===== config.mk =====
export PLATFORM = sky130hd
export DESIGN_NAME = uart_rx_fifo
export DESIGN_NICKNAME = d
export VERILOG_FILES = /design/src/rtl/h80_uart_pkg.sv /design/src/rtl/uart_rx_fifo.sv
export SDC_FILE = /design/constraint.sdc
export NUM_CORES = 1
export LEC_CHECK = 0
export ABC_AREA = 1
export BUFFER_PORTS_ARGS = -buffer_cell sky130_fd_sc_hd__clkbuf_2
export CORE_MARGIN = 5
export CORE_UTILIZATION = 49
export CTS_BUF_LIST = sky130_fd_sc_hd__clkbuf_4
export DETAILED_ROUTE_END_ITERATION = 8
export GPL_TIMING_DRIVEN = 0
export PLACE_DENSITY = 0.67
export SETUP_SLACK_MARGIN = 0.1
export SYNTH_ARGS = -nofsm -noshare
export SYNTH_HDL_FRONTEND = slang
export SYNTH_SLANG_ARGS = --single-unit

===== constraint.sdc =====
create_clock -name clk -period 2.5 [get_ports clk]
set_clock_uncertainty 0.2 [all_clocks]
set_input_delay 0 -clock clk [delete_from_list [all_inputs] [get_ports clk]]
set_output_delay 0 -clock clk [all_outputs]
set_load 0.01 [all_outputs]

===== src/rtl/h80_uart_pkg.sv =====
// rtl/h80_uart_pkg.sv - shared UART peripheral register map and status bit positions
//
// Purpose: constants shared between the receive FIFO and the CPU-bus UART
//          I/O peripheral that decodes the register map.
// Contents:
//   STAT_*      bit positions inside the UART_STATUS register
//   UART_*      register address offsets
//   CTRL_*      bit positions inside the UART_CTRL register

package h80_uart_pkg;

    // UART_STATUS bit positions
    localparam int STAT_RX_VALID   = 0;
    localparam int STAT_RX_FULL    = 1;
    localparam int STAT_RX_OVERRUN = 2;
    localparam int STAT_RX_BREAK   = 3;
    localparam int STAT_TX_BUSY    = 4;

    // Register address offsets
    localparam logic [1:0] UART_DATA   = 2'h0;
    localparam logic [1:0] UART_STATUS = 2'h1;
    localparam logic [1:0] UART_CTRL   = 2'h2;

    // UART_CTRL bit positions: bit0 drives flush, bit1 drives clr_flags
    localparam int CTRL_FLUSH     = 0;
    localparam int CTRL_CLR_FLAGS = 1;

endpackage


===== src/rtl/uart_rx_fifo.sv =====
// rtl/uart_rx_fifo.sv - first-word-fall-through receive FIFO with sticky overrun/break flags
//
// Purpose: buffers bytes from the uart_rx deserializer for the bus-side
//          peripheral. Head entry is visible on rd_data whenever rd_valid=1.
// Ports:
//   clk, resetn          sysclk and synchronous active-low reset
//   wr_valid/wr_data     push strobe and byte from uart_rx
//   wr_break             break strobe from uart_rx (sets brk, never pushes)
//   rd_pop               pop strobe from the bus side
//   flush                discard all contents (flags kept)
//   clr_flags            clear overrun and brk
//   rd_data/rd_valid     head entry and not-empty
//   full/almost_full     count decodes (almost_full usable for RTS)
//   count                stored entries, 0..DEPTH
//   overrun/brk          sticky status flags

module uart_rx_fifo
    import h80_uart_pkg::*;
#(
    parameter int DATA_WIDTH   = 8,
    parameter int DEPTH        = 16,
    parameter int AFULL_MARGIN = 4
) (
    input  logic                       clk,
    input  logic                       resetn,
    input  logic                       wr_valid,
    input  logic [DATA_WIDTH-1:0]      wr_data,
    input  logic                       wr_break,
    input  logic                       rd_pop,
    input  logic                       flush,
    input  logic                       clr_flags,
    output logic [DATA_WIDTH-1:0]      rd_data,
    output logic                       rd_valid,
    output logic                       full,
    output logic                       almost_full,
    output logic [$clog2(DEPTH):0]     count,
    output logic                       overrun,
    output logic                       brk
);

    localparam int AW = $clog2(DEPTH);
    localparam int CW = AW + 1;

    generate
        if (DEPTH < 2 || (DEPTH & (DEPTH - 1)) != 0) begin : g_bad_depth
            $error("uart_rx_fifo: DEPTH must be a power of two and at least 2");
        end
        if (AFULL_MARGIN < 1 || AFULL_MARGIN > DEPTH - 1) begin : g_bad_margin
            $error("uart_rx_fifo: AFULL_MARGIN must be in 1..DEPTH-1");
        end
    endgenerate

    logic [DATA_WIDTH-1:0] mem_q [DEPTH];

    logic [AW-1:0] wr_ptr_q, wr_ptr_d;
    logic [AW-1:0] rd_ptr_q, rd_ptr_d;
    logic [CW-1:0] count_q, count_d;
    logic          overrun_q, overrun_d;
    logic          brk_q, brk_d;

    logic empty;
    logic is_full;
    logic pop_ok;
    logic wr_req;
    logic push_ok;
    logic overflow;

    assign empty   = (count_q == '0);
    assign is_full = (count_q == CW'(DEPTH));

    // A break cycle never carries data, so it masks the push request.
    // Flush overrides both sides, including the overflow that a push into a
    // full FIFO would otherwise report.
    assign pop_ok   = rd_pop && !empty && !flush;
    assign wr_req   = wr_valid && !wr_break && !flush;
    assign push_ok  = wr_req && (!is_full || pop_ok);
    assign overflow = wr_req && is_full && !pop_ok;

    always_comb begin
        wr_ptr_d  = wr_ptr_q;
        rd_ptr_d  = rd_ptr_q;
        count_d   = count_q;
        overrun_d = overrun_q;
        brk_d     = brk_q;

        if (flush) begin
            wr_ptr_d = '0;
            rd_ptr_d = '0;
            count_d  = '0;
        end else begin
            if (push_ok) begin
                wr_ptr_d = wr_ptr_q + AW'(1);
            end
            if (pop_ok) begin
                rd_ptr_d = rd_ptr_q + AW'(1);
            end
            if (push_ok && !pop_ok) begin
                count_d = count_q + CW'(1);
            end else if (pop_ok && !push_ok) begin
                count_d = count_q - CW'(1);
            end
        end

        // Set events win over a same-cycle clear.
        if (clr_flags) begin
            overrun_d = 1'b0;
            brk_d     = 1'b0;
        end
        if (overflow) begin
            overrun_d = 1'b1;
        end
        if (wr_break) begin
            brk_d = 1'b1;
        end
    end

    always_ff @(posedge clk) begin
        if (!resetn) begin
            wr_ptr_q  <= '0;
            rd_ptr_q  <= '0;
            count_q   <= '0;
            overrun_q <= 1'b0;
            brk_q     <= 1'b0;
        end else begin
            wr_ptr_q  <= wr_ptr_d;
            rd_ptr_q  <= rd_ptr_d;
            count_q   <= count_d;
            overrun_q <= overrun_d;
            brk_q     <= brk_d;
        end
    end

    // Storage is not reset; a stale entry is only visible when rd_valid=0.
    always_ff @(posedge clk) begin
        if (resetn && push_ok) begin
            mem_q[wr_ptr_q] <= wr_data;
        end
    end

    assign rd_data     = mem_q[rd_ptr_q];
    assign rd_valid    = !empty;
    assign full        = is_full;
    assign almost_full = (count_q >= CW'(DEPTH - AFULL_MARGIN));
    assign count       = count_q;
    assign overrun     = overrun_q;
    assign brk         = brk_q;

endmodule


==> reports/qor.csv <==
metric,value,unit
hold_start,rd_pop,
startpoint_type,flop,
hold_path_class,in2reg,
grt_max_degree,17,
internal_power,3490,uW
vias,4487,
synthSimpleGateAreaFrac,12.5,%
synth_warnings,0,
worstPathRequired,2.30,ns
globalplace.congestion,0.907,
drive_above_1_share,17.7,%
postSynthCellCount,581,
synth_seq_area_share,66.1,%
slew_viol_final,0,
syn2layout_area_growth,15.1,%
gr-usage-all-layers,21.3,%
rsz0062_at_grt,true,
clk_pin_slew,0.11,ns
grt_pass1_vias,4368,
num_rows,41,
fp.coreArea,12700,um^2
relSlewSlack,40.0,%
cts_made_buffers,17,
finalHoldViolations,0,
syn-num-nets,607,
clock_latency,0.56,ns
worstMarginPinSlew,0.897,ns
p_switching,1070,uW
layout_min_cycle_time,2.29,ns
combPwrFrac,7.5,%
synth_top_area_cell,edfxtp_1,
crit_fanout,10,
start_util,50.2,%
route.detailed.drc,0,
fin_crit_sh,91.7,%
htreeDepth,4,
synth_top_family_by_area,simple AND/OR/NAND/NOR gates,
synth_compound_area_share,11.0,%
syn_avg_cell_area,11.0,um^2
nets,678,
p_seq_share,58.8,%
clockBufferDepth,2,
portBuffers,32,
worst-path-buf-inv,4,
setup_violations,0,
ios,33,
fmax,0.436,GHz
path_class,reg2out,
vias_per_cell,5.36,
wl_per_cell,18.3,um
swShare,23.5,%
cp_top_family,buffers and inverters,
wl,15.3,mm
synthMuxAreaShare,0,%
drt-pass1-iter-count,5,
cp_slowest_cell,dfxtp_1,
maxCapViolations,0,
p_leak,0.00273,uW
crit_path_frequent_cell,nand3_1,
cts_sinks,147,
ys_top_cells_by_area,"edfxtp_1 60%, dfxtp_1 6.0%, inv_1 5.3%",
die-area,15400,um^2
status,"finished, final reports clean",
power_frac_clock,33.7,%
critPathCaptureType,primary output,
synth.distinct_cells,28,
cts_tree,built,
power.density,620,nW/um^2
final.setup.tns,0,ns
vdd_drop_max,303,uV
synthXorXnorAreaFrac,0.549,%
grt_first_pass_wirelength,23.4,mm
worstReg2RegStart,count[1],
ant_nets,0,
cts-root-buf,clkbuf_4,
layout_setup_ws,0.208,ns
synthAdderAreaFrac,2.27,%
worstPathCellList,clkbuf_4 > buf_6 > buf_4 > o211ai_1 > nand3_1 > nand3_1 > nand2_1 > clkbuf_2,
synth.cell_area,6390,um^2
dp_hpwl,10.5,mm
die_w,124,um
overflow,0,
synth_top_area_share,60.2,%
pre_cts_ws,-0.0322,ns
critPathMaxStageDelay,0.33,ns
ys_seq_elements,147,
die_y,124,um
diodes,0,
antenna_found_initial,0,
arrival,2.09,ns
drtIter0Drc,420,
[repair_timing]
item | CTS | global route
hold endpoints to repair | 275 | 0
hold buffers | 20 | 0
endpoints found under the setup margin | 10 | 12
pin swaps | 0 | 1
buffers inserted | 0 | 1
gates resized for setup | 14 | 26
[state kept, by name (all words and copies together) (netlist names), named ones only]
name and cells:
brk 1, count 5, mem_q 128, overrun 1, rd_ptr_q 4, wr_ptr_q 4
[metrics by stage]
step	hold WS, ns	utilization, %	instance area [um^2]	power (uW)	cells
3_5_place_dp	0.0769	53.1	6760	3040	785
6_report	0.169	57.8	7350	4560	837
5_1_grt	0.190	57.8	7350	4730	837
4_1_cts	0.109	57.3	7280	4560	837
2_1_floorplan	-0.101	-	6390	2900	581
3_3_place_gp	0.0457	53.1	6760	3030	785
[final timing paths]
path | depth (start not counted) | slack [ns] | to
worst max-delay path | 8 | 0.21 | rd_data[6]
worst max register to register | 13 | 0.26 | count[4]
worst min register to register | 1 | 0.28 | count[0]
worst min-delay path | 4 | 0.17 | rd_ptr_q[0]
[power groups by stage]
stage	Combinational (uW)	Clock, uW	Sequential (uW)
2_1_floorplan	168	0	2740
5_1_grt	378	1670	2680
3_3_place_gp	292	0	2730
3_5_place_dp	301	0	2740
4_1_cts	326	1560	2680
6_report	342	1540	2680
[worst reg2reg max path: cells and delay by family, from the launching register on]
family | cells | cell delay [ns]
flip-flops | 1 | 0.36
buffers and inverters | 2 | 0.16
AND/OR/NAND/NOR | 6 | 0.55
AO/OA/AOI/OAI | 3 | 0.31
adder cells (fa/ha/maj) | 2 | 0.60
[placed cells by master, fill, tap and decap left out, types with 3 or more instances in the layout]
cell type | netlist | routed
buf_6 | 1 | 3
clkinv_2 | 0 | 4
clkbuf_2 | 0 | 37
inv_1 | 91 | 90
clkinvlp_4 | 0 | 4
edfxtp_1 | 128 | 128
nand2_1 | 78 | 78
dlygate4sd3_1 | 0 | 19
buf_4 | 2 | 5
a21oi_1 | 49 | 48
nor2_1 | 24 | 23
o21ai_0 | 38 | 37
o211ai_1 | 32 | 32
nor2_2 | 10 | 11
bufinv_16 | 0 | 3
clkbuf_4 | 0 | 21
ha_1 | 10 | 8
inv_2 | 2 | 3
buf_2 | 13 | 9
clkbuf_1 | 9 | 3
dfxtp_2 | 0 | 6
nand3_1 | 59 | 58
dfxtp_1 | 19 | 12
[Yosys cell counts]
library cell / n
buf_1: 2
nand2_1: 78
xor2_1: 2
nor2_4: 1
dfxtp_1: 19
nand2_2: 1
xnor2_1: 2
nand3_1: 59
clkbuf_1: 9
nand2_4: 1
a21oi_1: 49
inv_1: 91
nor2_1: 24
o21bai_1: 1
buf_2: 13
nand4_1: 1
buf_6: 1
o211ai_1: 32
edfxtp_1: 128
inv_2: 2
o211ai_4: 1
nor3_1: 2
fa_1: 1
nand3_2: 1
o21ai_0: 38
ha_1: 10
nor2_2: 10
buf_4: 2
[cell families after synthesis]
kind of cell,Yosys count
xor gates and xnor gates,4
buffers and inverters,120
and+or+nand+nor,178
adders and majority gates,11
AOI/OAI and AO/OA,121
DFF,147
[metal layers]
| layer | track usage, % | vias up | routed length [um] |
|---|---|---|---|
| li1 | - | 2150 | - |
| met1 | 25.9 | 2179 | 6290 |
| met2 | 37.7 | 137 | 7920 |
| met3 | 4.81 | 21 | 830 |
| met4 | 7.12 | 0 | 301 |
| met5 | 0 | - | 0 |
[area by class of cell]
class / count / area (um^2)
buffer: 27 / 168
multi-input combinational: 314 / 1730
clock buffer: 18 / 135
clock inverter: 14 / 161
timing repair buffer: 52 / 358
sequential: 147 / 4240
fill: 1094 / 5370
inverter: 93 / 349
tap: 172 / 215
(Power assumes the default switching activity.)
